===== src/rtl/pipe_ctrl_unit.sv =====
// ---------------------------------------------------------------------------
// pipe_ctrl_unit
// Pipelined control unit for a 5-stage RV32I core. It decodes the ID-stage
// instruction into a control bundle and carries that bundle through the
// ID/EX, EX/MEM and MEM/WB registers. It also detects load-use hazards,
// inserts bubbles on flush, stall or an invalid slot, and flags illegal
// opcodes.
//
// Ports
//   clk, rst_n          clock (rising edge), asynchronous active-low reset
//   instrId/instrValid  ID-stage instruction and its valid qualifier
//   stallAll            global freeze; all stage registers hold
//   flushIdEx           kill the ID instruction (a bubble enters EX)
//   loadUseStall        combinational; freeze PC and IF/ID
//   ex*                 EX-stage controls, destination and illegal flag
//   memRd/memWrt/memRdAddr   MEM-stage controls and destination
//   wbRegWrt/wbMemToReg/wbRd WB-stage controls and destination
// ---------------------------------------------------------------------------
module pipe_ctrl_unit #(
    parameter int REG_ADDR_W    = 5,
    parameter int SUPPORT_JALR  = 1,
    parameter int SUPPORT_AUIPC = 1,
    parameter int ILLEGAL_TRAP  = 1
) (
    input  logic                  clk,
    input  logic                  rst_n,
    input  logic [31:0]           instrId,
    input  logic                  instrValid,
    input  logic                  stallAll,
    input  logic                  flushIdEx,
    output logic                  loadUseStall,
    output logic                  exAluSrc,
    output logic                  exAluASrcPc,
    output logic [1:0]            exAluOp,
    output logic                  exBranch,
    output logic                  exJump,
    output logic                  exJalr,
    output logic [REG_ADDR_W-1:0] exRd,
    output logic                  exIllegal,
    output logic                  memRd,
    output logic                  memWrt,
    output logic [REG_ADDR_W-1:0] memRdAddr,
    output logic                  wbRegWrt,
    output logic [1:0]            wbMemToReg,
    output logic [REG_ADDR_W-1:0] wbRd
);

    localparam logic [6:0] OP_I     = 7'b0010011;
    localparam logic [6:0] OP_L     = 7'b0000011;
    localparam logic [6:0] OP_R     = 7'b0110011;
    localparam logic [6:0] OP_S     = 7'b0100011;
    localparam logic [6:0] OP_SB    = 7'b1100011;
    localparam logic [6:0] OP_LUI   = 7'b0110111;
    localparam logic [6:0] OP_AUIPC = 7'b0010111;
    localparam logic [6:0] OP_JAL   = 7'b1101111;
    localparam logic [6:0] OP_JALR  = 7'b1100111;

    logic [6:0]            w_op;
    logic [REG_ADDR_W-1:0] w_rd, w_rs1, w_rs2;
    logic                  w_unused_bits;

    assign w_op          = instrId[6:0];
    assign w_rd          = REG_ADDR_W'(instrId[11:7]);
    assign w_rs1         = REG_ADDR_W'(instrId[19:15]);
    assign w_rs2         = REG_ADDR_W'(instrId[24:20]);
    assign w_unused_bits = &{1'b0, instrId[31:25], instrId[14:12]};

    // Decoded bundle
    logic       w_aluSrc, w_aluASrcPc, w_branch, w_jump, w_jalr;
    logic       w_memRd, w_memWrt, w_regWrt, w_illegal, w_useRs1, w_useRs2;
    logic [1:0] w_aluOp, w_memToReg;

    always_comb begin
        w_aluSrc    = 1'b0;
        w_aluASrcPc = 1'b0;
        w_aluOp     = 2'b00;
        w_branch    = 1'b0;
        w_jump      = 1'b0;
        w_jalr      = 1'b0;
        w_memRd     = 1'b0;
        w_memWrt    = 1'b0;
        w_regWrt    = 1'b0;
        w_memToReg  = 2'b00;
        w_illegal   = 1'b0;
        w_useRs1    = 1'b0;
        w_useRs2    = 1'b0;
        case (w_op)
            OP_I:  begin w_aluSrc = 1'b1; w_aluOp = 2'b01; w_regWrt = 1'b1; w_useRs1 = 1'b1; end
            OP_L:  begin
                w_aluSrc = 1'b1; w_memRd = 1'b1; w_regWrt = 1'b1;
                w_memToReg = 2'b01; w_useRs1 = 1'b1;
            end
            OP_R:  begin w_aluOp = 2'b01; w_regWrt = 1'b1; w_useRs1 = 1'b1; w_useRs2 = 1'b1; end
            OP_S:  begin w_aluSrc = 1'b1; w_memWrt = 1'b1; w_useRs1 = 1'b1; w_useRs2 = 1'b1; end
            OP_SB: begin w_branch = 1'b1; w_aluOp = 2'b10; w_useRs1 = 1'b1; w_useRs2 = 1'b1; end
            OP_LUI: begin w_aluSrc = 1'b1; w_aluOp = 2'b11; w_regWrt = 1'b1; end
            OP_JAL: begin w_jump = 1'b1; w_regWrt = 1'b1; w_memToReg = 2'b10; end
            OP_AUIPC: begin
                if (SUPPORT_AUIPC != 0) begin
                    w_aluSrc = 1'b1; w_aluASrcPc = 1'b1; w_regWrt = 1'b1;
                end else begin
                    w_illegal = 1'b1;
                end
            end
            OP_JALR: begin
                if (SUPPORT_JALR != 0) begin
                    w_aluSrc = 1'b1; w_jump = 1'b1; w_jalr = 1'b1;
                    w_regWrt = 1'b1; w_memToReg = 2'b10; w_useRs1 = 1'b1;
                end else begin
                    w_illegal = 1'b1;
                end
            end
            default: w_illegal = 1'b1;
        endcase
        // Writes to x0 are discarded at decode
        if (w_rd == '0) w_regWrt = 1'b0;
    end

    // ID/EX register
    logic                  r_ex_memRd, r_ex_memWrt, r_ex_regWrt;
    logic [1:0]            r_ex_memToReg;
    // EX/MEM register
    logic                  r_mem_regWrt;
    logic [1:0]            r_mem_memToReg;

    // Load-use: a load sitting in EX whose destination is a source of the
    // instruction in ID. exRd is zero for anything that does not write.
    assign loadUseStall = instrValid && (exRd != '0) && r_ex_memRd &&
                          ((w_useRs1 && (w_rs1 == exRd)) ||
                           (w_useRs2 && (w_rs2 == exRd)));

    logic w_bubble;
    assign w_bubble = flushIdEx || loadUseStall || !instrValid;

    always_ff @(posedge clk or negedge rst_n) begin
        if (!rst_n) begin
            exAluSrc       <= 1'b0;
            exAluASrcPc    <= 1'b0;
            exAluOp        <= 2'b00;
            exBranch       <= 1'b0;
            exJump         <= 1'b0;
            exJalr         <= 1'b0;
            exRd           <= '0;
            exIllegal      <= 1'b0;
            r_ex_memRd     <= 1'b0;
            r_ex_memWrt    <= 1'b0;
            r_ex_regWrt    <= 1'b0;
            r_ex_memToReg  <= 2'b00;
            memRd          <= 1'b0;
            memWrt         <= 1'b0;
            memRdAddr      <= '0;
            r_mem_regWrt   <= 1'b0;
            r_mem_memToReg <= 2'b00;
            wbRegWrt       <= 1'b0;
            wbMemToReg     <= 2'b00;
            wbRd           <= '0;
        end else if (!stallAll) begin
            // MEM/WB <- EX/MEM
            wbRegWrt       <= r_mem_regWrt;
            wbMemToReg     <= r_mem_memToReg;
            wbRd           <= memRdAddr;
            // EX/MEM <- ID/EX
            memRd          <= r_ex_memRd;
            memWrt         <= r_ex_memWrt;
            memRdAddr      <= exRd;
            r_mem_regWrt   <= r_ex_regWrt;
            r_mem_memToReg <= r_ex_memToReg;
            // ID/EX <- decode or bubble
            if (w_bubble) begin
                exAluSrc      <= 1'b0;
                exAluASrcPc   <= 1'b0;
                exAluOp       <= 2'b00;
                exBranch      <= 1'b0;
                exJump        <= 1'b0;
                exJalr        <= 1'b0;
                exRd          <= '0;
                exIllegal     <= 1'b0;
                r_ex_memRd    <= 1'b0;
                r_ex_memWrt   <= 1'b0;
                r_ex_regWrt   <= 1'b0;
                r_ex_memToReg <= 2'b00;
            end else begin
                exAluSrc      <= w_aluSrc;
                exAluASrcPc   <= w_aluASrcPc;
                exAluOp       <= w_aluOp;
                exBranch      <= w_branch;
                exJump        <= w_jump;
                exJalr        <= w_jalr;
                // Only real writers carry a destination, so stores/branches
                // never alias a forwarding or hazard compare.
                exRd          <= w_regWrt ? w_rd : '0;
                exIllegal     <= w_illegal && (ILLEGAL_TRAP != 0);
                r_ex_memRd    <= w_memRd;
                r_ex_memWrt   <= w_memWrt;
                r_ex_regWrt   <= w_regWrt;
                r_ex_memToReg <= w_memToReg;
            end
        end
    end

endmodule


===== config.mk =====
export PLATFORM = sky130hd
export DESIGN_NAME = pipe_ctrl_unit
export DESIGN_NICKNAME = d
export VERILOG_FILES = /design/src/rtl/pipe_ctrl_unit.sv
export SDC_FILE = /design/constraint.sdc
export NUM_CORES = 1
export LEC_CHECK = 0
export CAP_MARGIN = 0
export CORE_MARGIN = 1
export CORE_UTILIZATION = 42
export DETAILED_ROUTE_END_ITERATION = 8
export PLACE_DENSITY = 0.8
export SLEW_MARGIN = 20
export SYNTH_ARGS = -nofsm -noshare
export SYNTH_HDL_FRONTEND = slang
export SYNTH_SLANG_ARGS = --single-unit
export TNS_END_PERCENT = 10

===== constraint.sdc =====
create_clock -name clk -period 2.15 [get_ports clk]
set_input_delay 0.43 -clock clk [delete_from_list [all_inputs] [get_ports clk]]
set_output_delay 0.43 -clock clk [all_outputs]
set_load 0.005 [all_outputs]

# Yosys cells after proc, flatten, opt, wreduce, memory -nomap -nowiden
# Index checks and enable logic that the tools add are counted.
[word_totals] register_bits=36 latch_bits=0 ram_bits=0 rom_bits=0 memories=0
[classes] add_sub_neg=0 multipliers=0 div_mod_pow=0 magnitude_cmp=0 eq_ne=11 n_shift=0 mux=27 bitwise=0 n_reduce_logical=18
[op_table] operator="$eq A7 B6 Y1 const B" n=3
[op_table] operator="$eq A7 B7 Y1 const B" n=3
[op_table] operator="$mux W1" n=21
[op_table] operator="$eq A7 B5 Y1 const B" n=2
[op_table] operator="$reduce_or A6 Y1" n=2
[op_table] operator="$eq A5 B5 Y1" n=2
[op_table] operator="$mux W5" n=2
[op_table] operator="$reduce_or A9 Y1" n=1
[op_table] operator="$eq A7 B2 Y1 const B" n=1
[op_table] operator="$reduce_or A7 Y1" n=1
[op_table] operator="$pmux W2 S3" n=1
[op_table] operator="$logic_and A1 B1 Y1" n=5
[op_table] operator="$logic_not A5 Y1" n=1
[op_table] operator="$reduce_bool A5 Y1" n=1
[op_table] operator="$mux W2" n=2
[op_table] operator="$pmux W2 S2" n=1
[op_table] operator="$reduce_or A2 Y1" n=2
[op_table] operator="$logic_or A1 B1 Y1" n=3
[op_table] operator="$reduce_or A3 Y1" n=1
[op_table] operator="$logic_not A1 Y1" n=1

# Logic depth before layout (Yosys ltp)
# Gate-level depths: netlist of the first run.
[logic_depth] ltp_word=9 ltp_mapped=7 ltp_nobuf=5

# Least setup slack after synthesis of the first run
# No wires, ideal clock.
[synth_path] path_type="in2out" start="input instrId[3]" end="output loadUseStall" arrival_ns=1.472 path_slack_ns=0.248 cell_stages=5 n_path_buf=1 cell_sequence="nand3b_4 a2111oi_2 nand3_1 a21oi_4 buf_6"
[synth_between] elab_chain_len=6 word_cells_on_any_way=14 classes_between="eq/ne (6); mux (2); reduce/logical (6)"
[synth_lines] item="start, declared" line_no="27" rtl="input logic [31:0] instrId,"
[synth_lines] item="$eq A7 B7 Y1 (tied with other cells)" line_no="87" rtl="case (w_op)"
[synth_lines] item="$reduce_or A6 Y1 (no line) / $reduce_or A3 Y1 (equally long branches)"
[synth_lines] item="$mux W1 (on tied branches)"
[synth_lines] item="$logic_and A1 B1 Y1 (on tied branches)" line_no="129, 130"
[synth_lines] item="$logic_or A1 B1 Y1 (*)" line_no="129" rtl="((w_useRs1 && (w_rs1 == exRd)) ||"
[synth_lines] item="$logic_and A1 B1 Y1 (*)" line_no="128" rtl="assign loadUseStall = instrValid && (exRd != '0) && r_ex_memRd &&"
[synth_lines] item="end, declared" line_no="31" rtl="output logic loadUseStall,"
# Mark *: on every way between the ends. The rest lies on a longest branch, timed or not.

# Worst setup path after layout of the first run
[layout_path] start="input instrId[2]" end="output loadUseStall"
# The elaborated chain is that of the path after synthesis.

==> flow_summary.ini, run 1 <==
[status]
run_status = finished, final reports clean

[finish]
layout.area.seq_sq_um = 855
drive_gt1_frac = 0.294
antennaDiodeCount = 0
mostFrequentLayoutCell = sky130_fd_sc_hd__clkdlybuf4s50_1
final.fill_count = 302
multiInputGateArea_sq_um = 812
mostFrequentLayoutCells = 44 x sky130_fd_sc_hd__clkdlybuf4s50_1, 31 x sky130_fd_sc_hd__dfrtp_1, 28 x sky130_fd_sc_hd__nand2_1, 17 x sky130_fd_sc_hd__mux2_2, 15 x sky130_fd_sc_hd__buf_4
flow.area_growth_from_synthesis_pct = 48.1
nNetsFinal = 254

[hold_path]
min_delay_path_depth = 2
worstHoldPathType = reg2reg
hold-path-endpoint = exAluOp[1]
hp_start = exAluOp[1]

[timing]
fin_crit_ns = 2.13
hold-worst-slack_ns = 0.484
slew-limit-headroom = 0.712
least_margin_pin_slew_ns = 0.433
finalSetupViolCount = 0
finalSetupTns_ns = 0
final_min_period_over_clock_period = 0.992
clock.fmax_mhz = 469
hold_viol_final = 0
worst_clock_skew_ns = 0.00331
setup_repair_after_global_routing_missed_its_margin = yes
finalMaxSlewViolations = 0

[power_and_ir_drop]
cellLeakagePower_nw = 1.11
power.switching_fraction = 0.223
pwr_density_cell_mw_per_mm2 = 554
power.switching_mw = 0.307
power.ir.vdd_worst_uv = 635
power_frac_comb = 0.107
fin_total_pwr_mw = 1.38
p_seq_frac = 0.472
power.clock.fraction = 0.421
cell_internal_pwr_mw = 1.07

[yosys]
postSynthNetCount = 186
synth.avg_cell_area_sq_um = 11.3
synth.yosys.warnings = 0
share_of_flip_flops_with_an_asynchronous_set_or_reset = 1.00
flip_flop_and_latch_count_after_synthesis = 34
yosys.area.top_type = sky130_fd_sc_hd__dfrtp_1
synth_edf_count = 0
synth.area.top_cells = sky130_fd_sc_hd__dfrtp_1 51%, sky130_fd_sc_hd__mux2_2 11%, sky130_fd_sc_hd__nand2_1 6.3%
dominantRegCellSynth = sky130_fd_sc_hd__dfrtp_1
synth_seq_area_share = 0.507
synth_top_cell_area_share = 0.507
synthDistinctLibCells = 36
post_synth_instance_area_sq_mm = 0.00168
synthCells = 149

[route]
routed_wire_length_per_instance_um = 15.4
drt_iter0_markers = 53
totalWireLength_mm = 4.09
route.antenna.remaining_nets = 0
total_via_count_after_detailed_routing = 1413
via_per_inst = 5.31
detail_route.drc_violations = 0
dr.pass1.iters = 4

[worst_setup_path]
critPathMaxFanout = 3
critical_path_arrival_ns = 1.70
timing.reg2reg.worst_path_depth = 6
critical_path.cell_chain = clkdlybuf4s50_1 -> a2111oi_4 -> nand3_2 -> a21oi_4 -> buf_2
critical_path.slowest_cell = sky130_fd_sc_hd__clkdlybuf4s50_1
setup_cp_type = in2out
cp_data_required_time_ns = 1.72
worst_flop_to_flop_path_startpoint = exRd[1]
endpoint_type_of_the_worst_setup_path = primary output
worstSetupStartpointType = input pin
cpPeakStageDelay_ns = 0.48
r2r-end = r_ex_memWrt
flop_to_flop_setup_slack_ns = 0.14

[clock_tree]
cts_hold_buf = 0
cts_tree = built
insertion_delay_ns = 0.29
ctsHtreeMaxLevel = 2
cts.sinks = 34
path_clk_slew_ns = 0.07
root_buffer = sky130_fd_sc_hd__clkbuf_8
cts_inserted_buffers = 5
cts_buffer_depth = 2

[job]
maxCapViolCount = 0

[floorplanning]
die_w_um = 65.2
core_region_area_sq_mm = 0.00374
num_rows = 22
floorplan.die.height_um = 65.2
start_util = 0.448
die-area_sq_mm = 0.00425
io_pins = 66

[global_routing]
grt_antenna_before_repair = 0
grt_pass1_wl_mm = 6.64
grt.overflow.total = 0
first_global_vias = 1490
grt_max_degree = 35
grtUsageTotal = 0.212

[placement]
place.gp.congestion = 0.777
detailedPlacementHpwl_mm = 3.03
place.port_buffers = 55
[kinds of logic after synthesis]
group | after synthesis | synth area share
buffers and inverters | 10 | 0.0306
multiplexers | 17 | 0.114
flip-flops | 34 | 0.507
AND/OR/NAND/NOR | 51 | 0.159
AO/OA/AOI/OAI | 27 | 0.137
XOR/XNOR | 10 | 0.0522
[synth_stat cells, types with 3 or more instances]
library cell and n:
sky130_fd_sc_hd__o21ai_2 9, sky130_fd_sc_hd__or4_1 3, sky130_fd_sc_hd__xor2_1 8, sky130_fd_sc_hd__buf_2 5
sky130_fd_sc_hd__dfrtp_1 34, sky130_fd_sc_hd__o21ai_0 8, sky130_fd_sc_hd__nor2_1 3, sky130_fd_sc_hd__nand2_1 28
sky130_fd_sc_hd__nand3_1 3, sky130_fd_sc_hd__mux2_2 17
[stage by stage]
stage / worst slack, ns / std cells / util / area [sq um]
CTS: 0.00369 / 266 / 0.662 / 2480
global route: -0.0611 / 266 / 0.663 / 2480
global placement: -0.510 / 257 / 0.626 / 2340
finish: 0.0180 / 266 / 0.663 / 2480
detailed placement: -0.565 / 257 / 0.626 / 2340
floorplan: 0.248 / 149 / - / 1680
[registers in the layout (all words and copies together) (netlist names), 2 cells and up]
name / cells
exRd: 5
memRdAddr: 5
wbRd: 5
exAluOp: 2
r_ex_memToReg: 2
r_mem_memToReg: 2
wbMemToReg: 2
[worst max-delay path: cells and delay by family]
| kind | cells | cell delay, ns |
|---|---|---|
| and+or+nand+nor | 1 | 0.13 |
| buffers and inverters | 2 | 0.61 |
| AOI/OAI and AO/OA | 2 | 0.54 |
[area by class of cell]
class / instances / share of cell area
inverters: 1 / 0.00151
well taps: 48 / 0.0242
repair buffers: 70 / 0.260
flip-flops and latches: 34 / 0.344
clock buffers: 7 / 0.0307
clock inverters: 1 / 0.0121
multi-input cells: 105 / 0.327
[routing by layer]
metal,wire length [um],vias to the layer above,track usage
li1,-,661,-
met1,1650,692,0.236
met2,2080,49,0.374
met3,247,11,0.0625
met4,107,0,0.0870
met5,0,-,0
[how the worst max path moves through the flow]
stage	cells after the start	slack, ns	from	end
2_1_floorplan	5	0.25	instrId[3]	loadUseStall
3_3_place_gp	6	-0.51	instrId[1]	loadUseStall
3_5_place_dp	6	-0.57	instrId[1]	loadUseStall
4_1_cts	5	0.004	instrId[2]	loadUseStall
5_1_grt	5	-0.06	exRd[1]	loadUseStall
6_report	5	0.02	instrId[2]	loadUseStall
[what timing repair did]
action / 4_1_cts / 5_1_grt
pin swaps: 6 / 2
resized for setup: 19 / 3
setup buffers: 1 / 0
setup endpoints to repair: 1 / 1
[power groups by stage]
| stage | logic, mW | registers [mW] | clock network [mW] |
|---|---|---|---|
| floorplan | 0.0548 | 0.661 | 0 |
| global placement | 0.146 | 0.661 | 0 |
| detailed placement | 0.151 | 0.661 | 0 |
| CTS | 0.149 | 0.649 | 0.581 |
| global route | 0.160 | 0.649 | 0.606 |
| finish | 0.148 | 0.649 | 0.579 |
Note: power is estimated with default switching activity, not from simulation.
==> run 2, diff against run 1 <==
- ABC_AREA: unset -> 1
- CTS_CLUSTER_DIAMETER: unset -> 120
- PLACE_DENSITY: 0.8 -> 0.78
==> run 2 against run 1 <==
Against the previous run:
- die area is 9.0% higher
- non-clock buffer count grew 8
- combinational power rose by 20%
- register-to-register slack improved by 0.41 ns
- synthesized cell count increased by 64%
- final area up 9.3%
- hold slack worse by 0.017 ns
- wire length rose by 4.4%
- worst setup slack better by 0.045 ns
- clock skew about the same
- count of clock-buffer cells in the layout is the same
- clock power shrank 18%
- critical path type unchanged
==> flow_summary.ini, run 2 <==
[status]
run_status = finished, final reports clean

[yosys]
synthCells = 244
synth_seq_area_share = 0.464
dominantRegCellSynth = sky130_fd_sc_hd__dfrtp_1
synth_most_common_cell = sky130_fd_sc_hd__nand2_1
yosys.area.top_type = sky130_fd_sc_hd__dfrtp_1
postSynthNetCount = 281
synth.area.top_cells = sky130_fd_sc_hd__dfrtp_1 46%, sky130_fd_sc_hd__nand2_1 19%, sky130_fd_sc_hd__inv_1 4.5%
flip_flop_and_latch_count_after_synthesis = 34
synth.avg_cell_area_sq_um = 7.51
share_of_flip_flops_with_an_asynchronous_set_or_reset = 1.00
post_synth_instance_area_sq_mm = 0.00183
synth_edf_count = 0
most_used_standard_cells_in_the_synthesized_netlist = 91 x sky130_fd_sc_hd__nand2_1, 34 x sky130_fd_sc_hd__dfrtp_1, 22 x sky130_fd_sc_hd__inv_1
synth.yosys.warnings = 0
synth_top_cell_area_share = 0.464
synthDistinctLibCells = 26

[finish]
mostFrequentLayoutCells = 86 x sky130_fd_sc_hd__nand2_1, 46 x sky130_fd_sc_hd__clkdlybuf4s50_1, 34 x sky130_fd_sc_hd__dfrtp_1, 23 x sky130_fd_sc_hd__buf_4, 21 x sky130_fd_sc_hd__inv_1
layout_top_registers = exRd (5), memRdAddr (5), wbRd (5)
nNetsFinal = 359
drive_gt1_frac = 0.204
antennaDiodeCount = 0
flow.area_growth_from_synthesis_pct = 48.0
mostFrequentLayoutCell = sky130_fd_sc_hd__nand2_1

[global_routing]
grt_pass1_wl_mm = 7.00
grt.overflow.total = 0
met3_usage = 0.0517
grtUsageTotal = 0.203
grt_max_degree = 35
first_global_vias = 1640
globalRouteMet1Util = 0.272
grt_antenna_before_repair = 0
globalRouteMet2Util = 0.316
global_route.peak_usage_layer = met2

[clock_tree]
ctsHtreeMaxLevel = 2
cts_inserted_buffers = 5
cts_tree = built
cts_hold_buf = 0
path_clk_slew_ns = 0.07
cts.sinks = 34
root_buffer = sky130_fd_sc_hd__clkbuf_8
insertion_delay_ns = 0.28
cts_buffer_depth = 2

[placement]
detailedPlacementHpwl_mm = 3.21
place.gp.congestion = 0.815
post-place-ws_ns = -0.399
place.port_buffers = 55

[route]
drt_iter0_markers = 133
dr.pass1.iters = 4
total_via_count_after_detailed_routing = 1812
routed_wire_length_per_instance_um = 11.5
via_per_inst = 4.86
totalWireLength_mm = 4.27
detail_route.drc_violations = 0
route.antenna.remaining_nets = 0

[timing]
slew-limit-headroom = 0.695
clock.fmax_mhz = 479
least_margin_pin_slew_ns = 0.456
post-route-worst-setup-slack_ns = 0.0628
hold_viol_final = 0
setup_repair_after_global_routing_missed_its_margin = no
fin_crit_ns = 2.09
finalSetupTns_ns = 0
worst_clock_skew_ns = 0.00319
finalMaxSlewViolations = 0
final_min_period_over_clock_period = 0.971
finalSetupViolCount = 0

[worst_setup_path]
r2r-end = exIllegal
worst_flop_to_flop_path_startpoint = exRd[0]
setup_cp_type = in2out
endpoint_type_of_the_worst_setup_path = primary output
timing.reg2reg.worst_path_depth = 12
flop_to_flop_setup_slack_ns = 0.55
critPathMaxFanout = 2
cp_data_required_time_ns = 1.72
critical_path_arrival_ns = 1.66
worstSetupStartpointType = input pin

[floorplanning]
start_util = 0.449
io_pins = 66
die_w_um = 68.1
num_rows = 23
floorplan.die.height_um = 68.1
die-area_sq_mm = 0.00463
core_region_area_sq_mm = 0.00409

[power_and_ir_drop]
p_seq_frac = 0.499
power.clock.fraction = 0.365
power_frac_comb = 0.136
power.switching_fraction = 0.240
cell_internal_pwr_mw = 0.990
power.switching_mw = 0.313
pwr_density_cell_mw_per_mm2 = 480
power.ir.vdd_worst_uv = 238
cellLeakagePower_nw = 1.41
fin_total_pwr_mw = 1.30

[hold_path]
hp_start = r_ex_memWrt
min_delay_path_depth = 2
hold-path-endpoint = memWrt
worstHoldPathType = reg2reg

[job]
maxCapViolCount = 0
-- run 2: changes by cell type in the layout (fill, tap and decap cells not counted), sizes merged, moves of 8 or more --
cell | before | now
nand3 | 3 | 12
inv | 1 | 28
mux2 | 17 | 0
nor2 | 4 | 20
buf | 16 | 24
nand2 | 28 | 97
-- run 2: worst max path at each step --
| stage | depth (start not counted) | start | slack (ns) | end |
|---|---|---|---|---|
| after floorplan | 6 | instrId[1] | 0.58 | loadUseStall |
| after global placement | 8 | instrId[1] | -0.39 | loadUseStall |
| after detailed placement | 8 | instrId[1] | -0.40 | loadUseStall |
| after CTS | 8 | instrId[1] | 0.07 | loadUseStall |
| after global routing | 8 | instrId[24] | 0.008 | loadUseStall |
| final | 8 | instrId[24] | 0.06 | loadUseStall |
-- run 2: area by class of cell --
type                            count  area [sq um]
Tap cell                           50          62.6
Inverter                           28           105
Sequential cell                    34           851
Fill cell                         369          1370
Timing Repair Buffer               78           719
Clock buffer                        7          86.3
Multi-Input combinational cell    175           883
Clock inverter                      1          5.00
-- run 2: critical path, cell delays in order --
cell	delay [ns]
sky130_fd_sc_hd__clkdlybuf4s50_1	0.49
sky130_fd_sc_hd__nand2_1	0.07
sky130_fd_sc_hd__nand2_2	0.10
sky130_fd_sc_hd__nand2_2	0.06
sky130_fd_sc_hd__nor3b_2	0.18
sky130_fd_sc_hd__nand2_1	0.08
sky130_fd_sc_hd__a21oi_2	0.13
sky130_fd_sc_hd__buf_2	0.12
-- run 2: per-layer routing --
layer  wire length, um  up-vias
met5                 0        -
met4                53        0
met3               210        5
met2              2010       53
met1              1990      830
li1                  -      924
-- run 2: repair_timing --
item | 4_1_cts | 5_1_grt
gates cloned | 0 | 0
gates resized for setup | 17 | 6
setup endpoints to repair | 1 | 1
pin swaps | 4 | 6
buffers inserted | 2 | 2
-- run 2: power by group through the flow --
stage / combinational [mW] / clock (mW) / sequential, mW
after floorplan: 0.0687 / 0 / 0.662
after global placement: 0.171 / 0 / 0.661
after detailed placement: 0.173 / 0 / 0.662
after CTS: 0.175 / 0.490 / 0.650
after global routing: 0.196 / 0.518 / 0.650
final: 0.177 / 0.476 / 0.650
-- run 2: stage by stage --
stage | utilization | std cells | instance area (sq um) | hold WS (ns)
6_report | 0.664 | 373 | 2710 | 0.467
5_1_grt | 0.664 | 373 | 2710 | 0.506
4_1_cts | 0.656 | 371 | 2680 | 0.474
3_5_place_dp | 0.627 | 361 | 2560 | 0.457
3_3_place_gp | 0.627 | 361 | 2560 | 0.454
2_1_floorplan | - | 244 | 1830 | 0.134
-- run 2: kinds of logic after synthesis --
group | count (synthesis) | synth area share
compound gates | 23 | 0.0833
xor+xnor | 4 | 0.0191
buf+inv | 35 | 0.0717
flops | 34 | 0.464
simple gates | 148 | 0.362
==> run 3, diff against run 2 <==
- DONT_BUFFER_PORTS: unset -> 1
- PLACE_DENSITY: 0.78 -> 0.58
- RECOVER_POWER: unset -> 100
==> run 3 against run 2 <==
Against the previous run:
- first-iteration DRC count decreased by 37%
- global-route usage shrank 2.2 points
- largest power group unchanged
- power decreased by 11%
- largest cell class is now flip-flops and latches
- utilization down 19 points
- sequential share of layout area increased by 13 points
- count of clock-buffer cells in the layout shrank 2
- highest routed layer unchanged
- critical path type is now reg2out
- hold slack got worse by 0.21 ns
- sequential power about the same
- critical path depth is the same
- via count is 18% lower
- final area shrank 29%
==> flow_summary.ini, run 3 (synthesis results as in run 2) <==
[status]
run_status = finished, final reports clean

[job]
maxCapViolCount = 0

[global_routing]
grtUsageTotal = 0.181
grt_max_degree = 47
grt.overflow.total = 0
first_global_vias = 1397
grt_pass1_wl_mm = 6.16
grt_antenna_before_repair = 0

[hold_path]
hold-path-endpoint = wbRd[0]
hp_start = stallAll
worstHoldPathType = in2reg
min_delay_path_depth = 2

[clock_tree]
postCtsSetupRepairBufs = 0
cts_buffer_depth = 2
cts_tree = built
insertion_delay_ns = 0.28
ctsHtreeMaxLevel = 2
post_cts_resized = 0
root_buffer = sky130_fd_sc_hd__clkbuf_8
cts_inserted_buffers = 5
path_clk_slew_ns = 0.07
cts.sinks = 34

[timing]
least_margin_pin_slew_ns = 0.817
worst_clock_skew_ns = 0.00558
final_min_period_over_clock_period = 0.917
setup_repair_after_global_routing_missed_its_margin = no
clock.fmax_mhz = 507
slew-limit-headroom = 0.456
hold-worst-slack_ns = 0.259
hold_viol_final = 0
finalSetupTns_ns = 0
fin_crit_ns = 1.97
finalSetupViolCount = 0
finalMaxSlewViolations = 0

[power_and_ir_drop]
cell_internal_pwr_mw = 0.887
power_frac_comb = 0.068
power.clock.fraction = 0.370
fin_total_pwr_mw = 1.16
power.switching_mw = 0.272
cellLeakagePower_nw = 1.03
power.switching_fraction = 0.235
p_seq_frac = 0.562
pwr_density_cell_mw_per_mm2 = 600
power.ir.vdd_worst_uv = 187

[floorplanning]
num_rows = 23
io_pins = 66
die-area_sq_mm = 0.00463
start_util = 0.449
core_region_area_sq_mm = 0.00409
die_w_um = 68.1
floorplan.die.height_um = 68.1

[worst_setup_path]
critical_path_arrival_ns = 1.54
cp_data_required_time_ns = 1.72
critPathMaxFanout = 4
r2r-end = r_ex_memToReg[0]
endpoint_type_of_the_worst_setup_path = primary output
timing.reg2reg.worst_path_depth = 11
worstSetupStartpointType = flip-flop
worst_flop_to_flop_path_startpoint = exRd[1]
setup_cp_type = reg2out
flop_to_flop_setup_slack_ns = 0.30

[finish]
flow.area_growth_from_synthesis_pct = 5.26
antennaDiodeCount = 0
drive_gt1_frac = 0.0891
mostFrequentLayoutCells = 93 x sky130_fd_sc_hd__nand2_1, 34 x sky130_fd_sc_hd__dfrtp_1, 24 x sky130_fd_sc_hd__inv_1, 15 x sky130_fd_sc_hd__nor2_1, 15 x sky130_fd_sc_hd__o21ai_0
final_cells = 297
layout_top_registers = exRd (5), memRdAddr (5), wbRd (5)
mostFrequentLayoutCell = sky130_fd_sc_hd__nand2_1
nNetsFinal = 284

[route]
highest_layer = met4
detail_route.drc_violations = 0
dr.pass1.iters = 4
drt_iter0_markers = 84
route.met3.wl_um = 229
m1WireLength_mm = 1.84
totalWireLength_mm = 3.79
via_per_inst = 4.99
met2_length_mm = 1.67
routed_wire_length_per_instance_um = 12.8
route.antenna.remaining_nets = 0
total_via_count_after_detailed_routing = 1483

[placement]
detailedPlacementHpwl_mm = 2.77
place.gp.congestion = 0.839
post-place-cells = 288
place.port_buffers = 0
-- run 3: worst max-delay path by stage --
| stage | start | to | slack (ns) | cells after the start |
|---|---|---|---|---|
| floorplan | instrId[1] | loadUseStall | 0.58 | 6 |
| global placement | instrId[1] | loadUseStall | 0.46 | 6 |
| detailed placement | instrId[1] | loadUseStall | 0.46 | 6 |
| CTS | exRd[0] | loadUseStall | 0.19 | 8 |
| global route | exRd[1] | loadUseStall | 0.05 | 8 |
| finish | exRd[1] | loadUseStall | 0.18 | 8 |
-- run 3: repair_timing --
action                                  4_1_cts  5_1_grt
endpoints found under the hold margin        34        0
endpoints found under the setup margin        0        0
hold buffers                                  2        0
-- run 3: routing by layer --
| layer | track usage | vias to the layer above |
|---|---|---|
| met1 | 0.240 | 652 |
| met3 | 0.0433 | 7 |
| met2 | 0.276 | 48 |
| met5 | 0 | - |
| met4 | 0.0833 | 0 |
| li1 | - | 776 |
-- run 3: through the flow --
step                setup WS (ns)  utilization  area, sq um
global route               0.0457        0.472         1930
floorplan                   0.579            -         1830
finish                      0.178        0.472         1930
global placement            0.460        0.459         1880
detailed placement          0.457        0.459         1880
CTS                         0.189        0.486         1990
-- run 3: cell type report --
cell class,count,area [sq um]
Clock buffer,5,68.8
Clock inverter,2,10.0
Fill cell,428,2160
Inverter,28,105
Multi-Input combinational cell,175,813
Sequential cell,34,851
Tap cell,50,62.6
Timing Repair Buffer,3,18.8
-- run 3: power by group through the flow --
| stage | Clock, mW | Sequential [mW] | Combinational, mW |
|---|---|---|---|
| final | 0.428 | 0.651 | 0.0787 |
| after detailed placement | 0 | 0.663 | 0.0699 |
| after floorplan | 0 | 0.662 | 0.0687 |
| after CTS | 0.440 | 0.651 | 0.0888 |
| after global routing | 0.465 | 0.652 | 0.0925 |
| after global placement | 0 | 0.663 | 0.0696 |
-- run 3: critical path, stage by stage (launching register included) --
cell                      delay [ns]
sky130_fd_sc_hd__dfrtp_1        0.46
sky130_fd_sc_hd__inv_2          0.09
sky130_fd_sc_hd__nand2_1        0.06
sky130_fd_sc_hd__nand2_1        0.06
sky130_fd_sc_hd__nor2_1         0.11
sky130_fd_sc_hd__nand2_1        0.06
sky130_fd_sc_hd__nor2_1         0.15
sky130_fd_sc_hd__nand2_2        0.08
sky130_fd_sc_hd__a21oi_1        0.18
